File: src/rtl/sar_conv_seq.sv
// SAR conversion sequencer: sample phase, then one compare/decide pair per bit.
// Every output is a flop; cmp_en especially, since it gates the comparator clock.
module sar_conv_seq #(
  parameter int N_BITS        = 10,
  parameter int SAMPLE_CYCLES = 4
) (
  input  logic                      clk,
  input  logic                      rst_n,
  input  logic                      start,
  input  logic                      abort,
  input  logic                      comp_out,
  output logic                      busy,
  output logic                      sample,
  output logic                      cmp_en,
  output logic [N_BITS-1:0]         dac_code,
  output logic [$clog2(N_BITS)-1:0] bit_idx,
  output logic [N_BITS-1:0]         result,
  output logic                      valid
);

  localparam int IW = $clog2(N_BITS);
  localparam int CW = (SAMPLE_CYCLES > 1) ? $clog2(SAMPLE_CYCLES) : 1;

  typedef enum logic [2:0] {IDLE, SAMPLE, CMP, DEC, DONE} state_t;

  state_t            state;
  logic [CW-1:0]     cnt;
  logic [N_BITS-1:0] decided;
  logic [N_BITS-1:0] trial;

  // decided: current bit resolved by the comparator; trial: next lower bit set for testing
  always_comb begin
    decided          = dac_code;
    decided[bit_idx] = comp_out;
    trial            = decided;
    if (bit_idx != '0) trial[bit_idx - IW'(1)] = 1'b1;
  end

  always_ff @(posedge clk or negedge rst_n) begin
    if (!rst_n) begin
      state    <= IDLE;
      cnt      <= '0;
      busy     <= 1'b0;
      sample   <= 1'b0;
      cmp_en   <= 1'b0;
      dac_code <= '0;
      bit_idx  <= '0;
      result   <= '0;
      valid    <= 1'b0;
    end else begin
      valid <= 1'b0;
      if (abort) begin
        state    <= IDLE;
        busy     <= 1'b0;
        sample   <= 1'b0;
        cmp_en   <= 1'b0;
        dac_code <= '0;
        bit_idx  <= '0;
      end else begin
        case (state)
          IDLE: begin
            if (start) begin
              state  <= SAMPLE;
              busy   <= 1'b1;
              sample <= 1'b1;
              cnt    <= CW'(SAMPLE_CYCLES - 1);
            end
          end
          SAMPLE: begin
            if (cnt == '0) begin
              state    <= CMP;
              sample   <= 1'b0;
              cmp_en   <= 1'b1;
              bit_idx  <= IW'(N_BITS - 1);
              dac_code <= {1'b1, {(N_BITS-1){1'b0}}};
            end else begin
              cnt <= cnt - CW'(1);
            end
          end
          CMP: begin
            state  <= DEC;
            cmp_en <= 1'b0;
          end
          DEC: begin
            // Result is loaded on the same edge that raises valid
            if (bit_idx == '0) begin
              state    <= DONE;
              dac_code <= decided;
              result   <= decided;
              valid    <= 1'b1;
            end else begin
              state    <= CMP;
              cmp_en   <= 1'b1;
              dac_code <= trial;
              bit_idx  <= bit_idx - IW'(1);
            end
          end
          DONE: begin
            state <= IDLE;
            busy  <= 1'b0;
          end
          default: begin
            state <= IDLE;
            busy  <= 1'b0;
          end
        endcase
      end
    end
  end

endmodule

File: config.mk
export PLATFORM = sky130hd
export DESIGN_NAME = sar_conv_seq
export DESIGN_NICKNAME = d
export VERILOG_FILES = /design/src/rtl/sar_conv_seq.sv
export SDC_FILE = /design/constraint.sdc
export NUM_CORES = 1
export LEC_CHECK = 0
export BUFFER_PORTS_ARGS = -buffer_cell sky130_fd_sc_hd__buf_4
export CAP_MARGIN = 10
export CORE_ASPECT_RATIO = 1.5
export CORE_MARGIN = 1.5
export CORE_UTILIZATION = 60
export DETAILED_ROUTE_END_ITERATION = 7
export MAX_ROUTING_LAYER = met4
export PLACE_DENSITY = 0.93
export SYNTH_ARGS = -nofsm -noshare
export SYNTH_HDL_FRONTEND = slang
export SYNTH_SLANG_ARGS = --single-unit
File: constraint.sdc
create_clock -name clk -period 3.39 [get_ports clk]
set_clock_uncertainty 0.15 [all_clocks]
set_input_delay 0.339 -clock clk [delete_from_list [all_inputs] [get_ports clk]]
set_output_delay 0.339 -clock clk [all_outputs]
set_load 0.005 [all_outputs]
# Yosys cells after proc, flatten, opt, wreduce, memory -nomap -nowiden
# Index checks and enable logic that the tools add are counted.
totals:
  wordCells: 80
  in_bits: 5
  output_inout_bits: 28
  ff_bits: 33
op_classes:
  mux: 35
  magnitude_cmp: 4
  n_addsub: 2
  eq_ne: 9
  n_bitwise: 2
  n_reduce_logical: 19
ops:
  columns: ["operator", "n"]
  rows:
  - ["$mux 10", 4]
  - ["$pmux 10 s2", 1]
  - ["$mux 1", 12]
  - ["$mux 3", 4]
  - ["$mux 4", 3]
  - ["$pmux 3 s4", 1]
  - ["$reduce_and 3->1", 4]
  - ["$bwmux 10", 1]
  - ["$lt 4x5->1 const B", 2]
  - ["$or 10x10->10", 1]
  - ["$ne 3x3->1 const B", 3]
  - ["$demux 1 s4", 2]
  - ["$ge 4x1->1 const B", 2]
  - ["$pmux 4 s2", 1]
  - ["$reduce_bool 4->1", 2]
  - ["$eq 3x2->1 const B", 2]
  - ["$reduce_and 2->1", 3]
  - ["$reduce_bool 3->1", 2]
  - ["$logic_not 4->1", 1]
  - ["$mux 2", 2]
  - ["$ne 2x2->1 const B", 2]
  - ["$pmux 1 s2", 2]
  - ["$pmux 2 s2", 1]
  - ["$reduce_and 4->1", 1]
  - ["11 further kinds", 12]

# Logic depth before layout (Yosys ltp)
# Gate-level depths: netlist (run 1).
logic_depth:
  ltp_word: 10
  ltp_mapped: 8
  mapped_depth_nobuf: 7

# Worst setup path after synthesis (run 1)
# OpenSTA, ideal clock, no wires.
synth_timing:
  path_kind: "register -> register"
  startpoint: "register bit_idx[0]"
  endpoint: "register result[0]"
  n_path_buf: 1
  arrival_ps: 1702
  slack_ps: 1410
  required_ps: 3112
  synth_period_minus_slack_ps: 1980
  path_stages_with_launch: 8
  path_cell_list: "dfrtp_1 inv_1 ha_1 nor3b_2 nand2_2 clkinv_2 buf_6 mux2_1"
synth_between:
  elab_chain_len: 5
synth_lines:
  columns: ["item", "line", "rtl"]
  rows:
  - ["start, declared", "16", "output logic [$clog2(N_BITS)-1:0] bit_idx,"]
  - ["start signal, assigned", "74", "bit_idx <= IW'(N_BITS - 1);"]
  - ["start signal, assigned", "95", "bit_idx <= bit_idx - IW'(1);"]
  - ["$lt 4x5->1 (implied by the code) / $ge 4x1->1 (equally long branches)", "34", "decided[bit_idx] = comp_out;"]
  - ["$logic_and 1x1->1 (implied by the code)", "34", null]
  - ["$mux 1 (implied by the code)", "34", null]
  - ["$demux 1 s4", "34", null]
  - ["$bwmux 10", "34", null]
  - ["end signal, assigned", "89", "result <= decided;"]
  - ["end, declared", "17", "output logic [N_BITS-1:0] result,"]
# Several ways; a longest one is shown, not always the timed one.
# A chain may end at the register's enable or synchronous reset.

# Worst setup path in the final report (run 1)
layout_timing:
  startpoint: "register bit_idx[0]"
  endpoint: "register result[8]"
# The elaborated chain is that of the path after synthesis.

==> results of run 1 <==
-- through the flow --
stage	utilization (%)	power (mW)	hold WS, ns	area [sq um]
6_report	76.1	1.24	0.156	2240
5_1_grt	76.1	1.31	0.162	2240
4_1_cts	76.1	1.25	0.149	2240
3_5_place_dp	71.2	0.812	0.155	2100
3_3_place_gp	71.2	0.798	0.150	2100
2_1_floorplan	-	0.683	-0.107	1890
-- cells in the mapped netlist, drive strengths merged, types with 3 or more instances --
| master | number |
|---|---|
| nand2 | 18 |
| or2 | 3 |
| inv | 9 |
| buf | 12 |
| nor2 | 18 |
| nor3 | 5 |
| ha | 8 |
| a21o | 4 |
| dfrtp | 33 |
| and3 | 4 |
| a21oi | 31 |
| nand3 | 4 |
| a221o | 3 |
| o21ai | 17 |
| mux2i | 4 |
| clkbuf | 3 |
| mux2 | 4 |
-- cell type report --
cell class	instances	area share [%]
sequential	33	36.9
timing repair buffer	34	11.5
tap	39	2.18
clock inverter	3	2.91
multi-input combinational	149	41.7
clock buffer	5	3.07
inverter	10	1.73
-- flip-flops by register name, summed over array words and instances (netlist names) --
register  flops
dac_code     10
result       10
bit_idx       4
state         3
cnt           2
busy          1
cmp_en        1
sample        1
valid         1
-- layer usage --
layer | share of wire, % | routed length, um
met5 | 0 | 0
met4 | 3.4 | 145
met3 | 4.0 | 170
met2 | 54 | 2280
met1 | 38 | 1620
-- kinds of logic after synthesis --
| family | Yosys count | share of synthesized area (%) |
|---|---|---|
| DFF | 33 | 43.7 |
| adders and majority gates | 8 | 5.30 |
| buffers and inverters | 25 | 6.76 |
| AOI/OAI and AO/OA | 68 | 22.0 |
| muxes | 8 | 4.51 |
| and+or+nand+nor | 65 | 17.7 |
-- worst paths after layout --
| kind | depth (start not counted) | from | slack, ns | to |
|---|---|---|---|---|
| worst min register to register | 1 | result[0]$_DFFE_PN0P_ | 0.34 | result[0]$_DFFE_PN0P_ |
| worst max-delay path | 6 | bit_idx[0]$_DFFE_PN0P_ | 0.85 | result[8]$_DFFE_PN0P_ |
| max in group asynchronous | 2 | rst_n | 2.41 | bit_idx[0]$_DFFE_PN0P_ |
| worst min-delay path | 2 | abort | 0.16 | sample$_DFFE_PN0P_ |
| worst max register to register | 6 | bit_idx[0]$_DFFE_PN0P_ | 0.85 | result[8]$_DFFE_PN0P_ |
| min in group asynchronous | 2 | rst_n | 0.39 | dac_code[9]$_DFFE_PN0P_ |
-- where the power goes --
group / leakage (nW) / switching [mW] / internal, mW
logic: 0.582 / 0.143 / 0.150
registers: 0.442 / 0.0493 / 0.461
clock network: 0.0681 / 0.147 / 0.292
-- worst max-delay path, delay by kind of cell, from the launching register on --
kind          cells  cell delay, ns
buf+inv           2            0.43
fa+ha+maj         1            0.43
simple gates      2            0.56
flops             1            0.49
mux               1            0.35
-- what timing repair did --
| item | in CTS | in global routing |
|---|---|---|
| hold endpoints to repair | 33 | 0 |
| hold buffers | 1 | 0 |
| gates resized for setup | 0 | 0 |
==> flow_summary.toml, run 1 <==
[flow_run]
maxCapViolCount = 0

[grt]
grt_pass1_vias = 1602
grt_pass1_wl_um = 7250
grt-ovfl-total = 0
antenna_found_initial = 0
met1_usage_pct = 29.7
grtUsageMet2_pct = 48.2
grt_use_total_pct = 28.0
busiest_layer = "met2"
grt_max_degree = 34
use_met3_pct = 6.25

[synth]
synth_cell_types = 45
yosysWarnings = 0
synth_area_leaders = "dfrtp_1 (44%), a21oi_1 (8.0%), ha_1 (5.3%)"
synth_fp_nets = 220
yosysSeqAreaShare_pct = 43.7
synth_ff_type = "dfrtp_1"
syn_area_sq_um = 1890
synth_cells = 207
ys_async_sr_fraction_pct = 100
synth_top_area_cell = "dfrtp_1"
synth_top_cell_area_share_pct = 43.7
synth_edf_count = 0
synth_seq_cells = 33
synth.avg_cell_area_sq_um = 9.12

[clocking]
numCtsBuffers = 5
post_cts_buffers = 0
numClockSinks = 33
cts_tree = "yes"
clk_latency_ns = 0.29
cts.clk_slew.worst_paths_ns = 0.07
cts_max_path_buffers = 2
cts-root-buf = "clkbuf_8"
htreeDepth = 2

[sta]
tns_ns = 0
worst_pin_slew_ns = 0.766
relSlewSlack_pct = 48.8
setup_viol = 0
max_clock_freq_ghz = 0.394
hold_viol = 0
fin_crit_sh_pct = 74.8
rsz0062_at_grt = "no"
worst_slack_ns = 0.854
period_minus_slack_ns = 2.54
final_max_slew_viol_count = 0

[worst_setup_path]
cp.arrival_ns = 2.56
crit_path_end_kind = "flip-flop"
cp_slowest_cell = "dfrtp_1"
crit_fanout = 20
crit_type = "reg -> reg"
cp-start-kind = "flip-flop"
required_ns = 3.41
crit_chain = "inv_1 > ha_1 > nor3b_2 > nand2_2 > clkinv_2 > mux2_1"
cpPeakStageDelay_ns = 0.49

[routing]
drt_pass1_iterations = 4
routed-via-count = 1613
wl_um = 4220
routedWlPerCell_um = 15.4
drt_iter0_drc = 34
drc = 0
via_per_inst = 5.91
ant_nets = 0

[power]
ir_worst_vdd_v = 0.000476
p_leak_nw = 1.09
pwr_density_cell_nw_per_um2 = 555

[placement]
portBuffers = 32
post-place-ws_ns = 0.884
dp_hpwl_um = 2960
place.gp.congestion = 0.898
dp_cells = 264

[cells_and_area]
mostFrequentLayoutCells = "dfrtp_1 (33), buf_4 (33), a21oi_1 (30)"
nets = 246
n_fill_cell = 227
area_delta_synth_final_pct = 18.6
drive_gt1_share_pct = 22.2
multi_input_area_sq_um = 935
finalNonFillerCells = 273
seq_area_sq_um = 826
diodes = 0

[floorplan]
start_util_pct = 64.2
die_area_sq_um = 3500
ios = 33
coreArea_sq_um = 2940
die_h_um = 71.7
fp-row-count = 24
dieWidth_um = 48.8

[status]
status = "finished clean"

[min_path]
hp-class = "in -> reg"
Note: power is estimated with default switching activity, not from simulation.
==> run 2: changes to the inputs <==
--- a/config.mk
+++ b/config.mk
@@ -5,14 +5,15 @@
 export SDC_FILE = /design/constraint.sdc
 export NUM_CORES = 1
 export LEC_CHECK = 0
+export ABC_AREA = 1
 export BUFFER_PORTS_ARGS = -buffer_cell sky130_fd_sc_hd__buf_4
 export CAP_MARGIN = 10
 export CORE_ASPECT_RATIO = 1.5
 export CORE_MARGIN = 1.5
-export CORE_UTILIZATION = 60
+export CORE_UTILIZATION = 55
 export DETAILED_ROUTE_END_ITERATION = 7
 export MAX_ROUTING_LAYER = met4
-export PLACE_DENSITY = 0.93
+export PLACE_DENSITY = 0.87
 export SYNTH_ARGS = -nofsm -noshare
 export SYNTH_HDL_FRONTEND = slang
 export SYNTH_SLANG_ARGS = --single-unit
==> constraint.sdc (replaced) <==
create_clock -name clk -period 2.55 [get_ports clk]
set_clock_uncertainty 0.15 [all_clocks]
set_input_delay 0.255 -clock clk [delete_from_list [all_inputs] [get_ports clk]]
set_output_delay 0.255 -clock clk [all_outputs]
set_load 0.005 [all_outputs]
==> run 2 against run 1 <==
  * Via count is 2.2% higher
  * Sequential share of layout area is 0.42 points higher
  * Maximum frequency is 26% higher
  * Final cell count is 15% higher
  * Global-route usage is 2.2 points lower
  * Sequential cell count stayed put
  * Clock power hardly changed
  * Wire length is 1.1% lower
  * Power is 51% higher
  * Synthesized area is 1.9% lower
  * Register-to-register slack worse by 0.32 ns
  * Synthesized cell count is 15% higher
  * Critical path type unchanged
==> flow_summary.toml, run 2 <==
[cells_and_area]
largestRegisters = "dac_code: 10 flops, result: 10 flops, bit_idx: 4 flops"
n_fill_cell = 297
diodes = 0
drive_gt1_share_pct = 20.7
nets = 287
final_common_cell = "nand2_1"
area_delta_synth_final_pct = 19.6
mostFrequentLayoutCells = "nand2_1 (78), dfrtp_1 (33), buf_4 (32)"

[floorplan]
die_area_sq_um = 3730
fp-row-count = 25
dieWidth_um = 50.4
start_util_pct = 58.0
ios = 33
coreArea_sq_um = 3190
die_h_um = 74.1

[grt]
grt-ovfl-total = 0
grt_use_total_pct = 25.8
grt_pass1_wl_um = 7030
grt_max_degree = 34
grt_pass1_vias = 1586
antenna_found_initial = 0

[synth]
muxShareOfSynthArea_pct = 0
yosysSeqAreaShare_pct = 44.6
synth_seq_cells = 33
synth_ff_type = "dfrtp_1"
synth.avg_cell_area_sq_um = 7.78
ys_async_sr_fraction_pct = 100
synth_edf_count = 0
synth_cell_types = 23
yosysWarnings = 0
synth_fp_nets = 251
synth_xor_area_share_pct = 0
syn_area_sq_um = 1850
synth_simple_gate_area_share_pct = 31.8
synth_fa_ha_area_share_pct = 5.41
synth_cells = 238
synth_common_cells = "nand2_1 (78), dfrtp_1 (33), nand3_1 (24)"
synth_area_leaders = "dfrtp_1 (45%), nand2_1 (16%), nand3_1 (6.5%)"
synth.most_common_cell = "nand2_1"
synth_compound_area_share_pct = 11.5
synth_top_cell_area_share_pct = 44.6
synth_top_area_cell = "dfrtp_1"
synth_top_family_by_area = "simple AND/OR/NAND/NOR gates"

[routing]
via_per_inst = 5.23
drt_iter0_drc = 64
drc = 0
drt_pass1_iterations = 4
ant_nets = 0
routed-via-count = 1649
wl_um = 4170
routedWlPerCell_um = 13.2

[sta]
max_clock_freq_ghz = 0.496
fin_crit_sh_pct = 79.1
final_max_slew_viol_count = 0
relSlewSlack_pct = 71.3
hold_slack_ns = 0.0932
worst_pin_slew_ns = 0.431
hold_viol = 0
period_minus_slack_ns = 2.02
rsz0062_at_grt = "no"
tns_ns = 0
setup_viol = 0

[placement]
place.gp.congestion = 0.903
portBuffers = 32
dp_hpwl_um = 2980

[worst_setup_path]
cpPeakStageDelay_ns = 0.44
crit_type = "reg -> reg"
crit_fanout = 19
cp_slowest_cell = "dfrtp_1"
crit_path_end_kind = "flip-flop"
cp-start-kind = "flip-flop"
required_ns = 2.56
cpLargestDelayFamily = "simple AND/OR/NAND/NOR gates"
cp.arrival_ns = 2.03
crit_chain = "inv_1 > ha_1 > nand2_2 > nor2_4 > nand2_4 > nand2_1 > o21ai_0"
cp_num_buf_inv = 1

[min_path]
hp-class = "in -> reg"

[clocking]
cts-root-buf = "clkbuf_8"
htreeDepth = 2
numClockSinks = 33
cts_tree = "yes"
cts_max_path_buffers = 2
clk_latency_ns = 0.29
numCtsBuffers = 5
post_cts_resized = 0
cts.clk_slew.worst_paths_ns = 0.07

[power]
p_leak_nw = 1.21
ir_worst_vdd_v = 0.000591
pwr_density_cell_nw_per_um2 = 850

[status]
status = "finished clean"

[flow_run]
maxCapViolCount = 0
## run 2: final timing paths
| kind | start | to | slack, ns | cells past startpoint |
|---|---|---|---|---|
| setup / recovery | bit_idx[0]$_DFFE_PN0P_ | bit_idx[0]$_DFFE_PN0P_ | 0.53 | 7 |
| hold / removal | start | sample$_DFFE_PN0P_ | 0.09 | 3 |
| setup reg to reg | bit_idx[0]$_DFFE_PN0P_ | bit_idx[0]$_DFFE_PN0P_ | 0.53 | 7 |
| hold reg to reg | result[9]$_DFFE_PN0P_ | result[9]$_DFFE_PN0P_ | 0.33 | 2 |
| max in group asynchronous | rst_n | result[2]$_DFFE_PN0P_ | 1.64 | 2 |
| min in group asynchronous | rst_n | dac_code[4]$_DFFE_PN0P_ | 0.29 | 2 |
## run 2: final cells by class
| class | instances | area (sq um) | area share [%] |
|---|---|---|---|
| Tap cell | 40 | 50.0 | 2.26 |
| Sequential cell | 33 | 826 | 37.3 |
| Inverter | 22 | 85.1 | 3.84 |
| Multi-Input combinational cell | 179 | 902 | 40.7 |
| Timing Repair Buffer | 33 | 250 | 11.3 |
| Clock buffer | 7 | 96.3 | 4.35 |
| Clock inverter | 1 | 5.00 | 0.226 |
## run 2: report_power, final
group	total (mW)	switching, mW	internal [mW]
clock network	0.438	0.194	0.244
registers	0.708	0.0872	0.621
logic	0.737	0.469	0.268
total	1.88	0.750	1.13
## run 2: through the flow
stage	utilization [%]	worst slack (ns)	cells	cell area, sq um	power, mW
5_1_grt	69.4	0.363	315	2210	2.01
6_report	69.4	0.533	315	2210	1.88
3_5_place_dp	65.9	0.573	306	2100	1.44
3_3_place_gp	65.9	0.633	306	2100	1.42
2_1_floorplan	-	0.817	238	1850	1.20
4_1_cts	69.4	0.544	315	2210	1.88
## run 2: cells by family (layout without fill, tap and decap cells)
kind of cell | count (synthesis) | count (layout)
flops | 33 | 33
simple gates | 132 | 132
compound gates | 39 | 39
buf+inv | 26 | 63
fa+ha+maj | 8 | 8
## run 2: what timing repair did
item,4_1_cts,5_1_grt
buffers inserted,0,0
hold buffers,1,0
endpoints found under the hold margin,33,0
## run 2: tightest hold or removal path, delay by kind of cell
| kind | cells | cell delay (ns) |
|---|---|---|
| buffers and inverters | 1 | 0.08 |
| and+or+nand+nor | 2 | 0.17 |
## run 2: per-layer routing
metal / vias up / global-route usage (%) / routed length, um
met1: 773 / 30.0 / 1770
met5: - / - / 0
met4: 0 / 13.2 / 114
li1: 835 / - / -
met3: 10 / 3.01 / 108
met2: 31 / 43.9 / 2180
==> run 3: changes to the inputs <==
==> constraint.sdc (replaced) <==
create_clock -name clk -period 2 [get_ports clk]
set_clock_uncertainty 0.15 [all_clocks]
set_input_delay 0.2 -clock clk [delete_from_list [all_inputs] [get_ports clk]]
set_output_delay 0.2 -clock clk [all_outputs]
set_load 0.005 [all_outputs]
==> run 3 against run 2 <==
  * Combinational power up 33%
  * Sequential share of layout area down 0.29 points
  * Critical path type unchanged
  * Highest routed layer unchanged
  * Core utilization up 0.55 points
==> flow_summary.toml, run 3 (same netlist as run 2, synthesis figures left out) <==
[status]
status = "finished clean"

[clocking]
numCtsBuffers = 5
cts_max_path_buffers = 2
cts-root-buf = "clkbuf_8"
post_cts_buffers = 0
cts.clk_slew.worst_paths_ns = 0.07
cts_tree = "yes"
clk_latency_ns = 0.29
numClockSinks = 33
htreeDepth = 2

[grt]
grt_pass1_vias = 1673
grt_use_total_pct = 27.1
grt_max_degree = 34
grt_pass1_wl_um = 7360
grt-ovfl-total = 0
antenna_found_initial = 0

[worst_setup_path]
cp.arrival_ns = 1.88
crit_path_end_kind = "flip-flop"
crit_top_cell = "nand2_1"
cpPeakStageDelay_ns = 0.45
crit_type = "reg -> reg"
cp_slowest_cell = "dfrtp_1"
cp_num_buf_inv = 2
rrSetupSlack_ns = 0.15
crit_chain = "inv_1 > ha_2 > nand2_2 > nand2_1 > inv_1 > nand3_1 > nand2_1 > nand2_1 > nand2_1"
cpLargestDelayFamily = "simple AND/OR/NAND/NOR gates"
crit_fanout = 8
cp-start-kind = "flip-flop"
required_ns = 2.03

[placement]
portBuffers = 32
dp_hpwl_um = 3110
place.gp.congestion = 0.942
dp_cells = 308

[sta]
worst_pin_slew_ns = 0.402
hold_viol = 0
hold_slack_ns = 0.0311
fin_crit_sh_pct = 92.5
relSlewSlack_pct = 73.2
rsz0062_at_grt = "no"
max_clock_freq_ghz = 0.541
tns_ns = 0
final_max_slew_viol_count = 0
setup_viol = 0
period_minus_slack_ns = 1.85

[cells_and_area]
multi_input_area_sq_um = 905
n_fill_cell = 290
nets = 289
area_delta_synth_final_pct = 20.5
final_common_cell = "nand2_1"
utilization_pct = 70.0
mostFrequentLayoutCells = "nand2_1 (78), buf_4 (34), dfrtp_1 (33)"
drive_gt1_share_pct = 21.7
seq_area_sq_um = 826
finalNonFillerCells = 317
diodes = 0
largestRegisters = "dac_code: 10 flops, result: 10 flops, bit_idx: 4 flops"

[flow_run]
maxCapViolCount = 0

[min_path]
hp-class = "in -> reg"

[routing]
drt_iter0_drc = 65
routed-via-count = 1712
drc = 0
ant_nets = 0
wl_um = 4410
via_per_inst = 5.40
routedWlPerCell_um = 13.9
drt_pass1_iterations = 4

[floorplan]
coreArea_sq_um = 3190
die_h_um = 74.1
start_util_pct = 58.0
fp-row-count = 25
die_area_sq_um = 3730
dieWidth_um = 50.4
ios = 33

[power]
pwr_density_cell_nw_per_um2 = 1090
p_leak_nw = 1.22
power.total_mw = 2.43
ir_worst_vdd_v = 0.000804
run 3: path summary, 6_finish.rpt:
check	startpoint	endpoint	cells after the start
max reg2reg	bit_idx[1]$_DFFE_PN0P_	dac_code[8]$_DFFE_PN0P_	9
max in group asynchronous	rst_n	dac_code[2]$_DFFE_PN0P_	2
min	start	busy$_DFFE_PN0P_	3
min in group asynchronous	rst_n	dac_code[7]$_DFFE_PN0P_	2
min reg2reg	sample$_DFFE_PN0P_	sample$_DFFE_PN0P_	2
max	bit_idx[1]$_DFFE_PN0P_	dac_code[8]$_DFFE_PN0P_	9
run 3: area by class of cell:
type | instances | area share (%)
Inverter | 22 | 3.81
Multi-Input combinational cell | 179 | 40.5
Sequential cell | 33 | 37.0
Clock buffer | 7 | 4.32
Clock inverter | 1 | 0.224
Timing Repair Buffer | 35 | 11.9
Tap cell | 40 | 2.24
run 3: repair_timing:
action	CTS	global route
hold buffers	1	0
hold endpoints to repair	33	0
setup endpoints to repair	0	11
resized for setup	0	1
run 3: per-stage QoR:
step                      area, sq um  worst slack (ns)
after floorplan                  1850             0.267
after global placement           2120             0.183
after detailed placement         2120             0.120
after CTS                        2230            0.0822
after global routing             2230            0.0158
final                            2230             0.150
run 3: report_power, final:
| group | switching [mW] | leakage (nW) | internal, mW | total (mW) |
|---|---|---|---|---|
| Sequential | 0.106 | 0.444 | 0.791 | 0.897 |
| Combinational | 0.615 | 0.723 | 0.364 | 0.978 |
| Clock | 0.239 | 0.0542 | 0.311 | 0.549 |
run 3: per-layer routing:
metal | vias to the layer above | part of all wire, % | global-route usage, %
met5 | - | 0 | -
met4 | 0 | 3.9 | 15.9
met3 | 19 | 4.0 | 4.82
met2 | 51 | 53 | 46.1
met1 | 804 | 39 | 29.4
li1 | 838 | - | -
run 3: tightest hold or removal path, delay by kind of cell:
kind,cells,cell delay [ns]
AND/OR/NAND/NOR,2,0.15
buffers and inverters,1,0.08
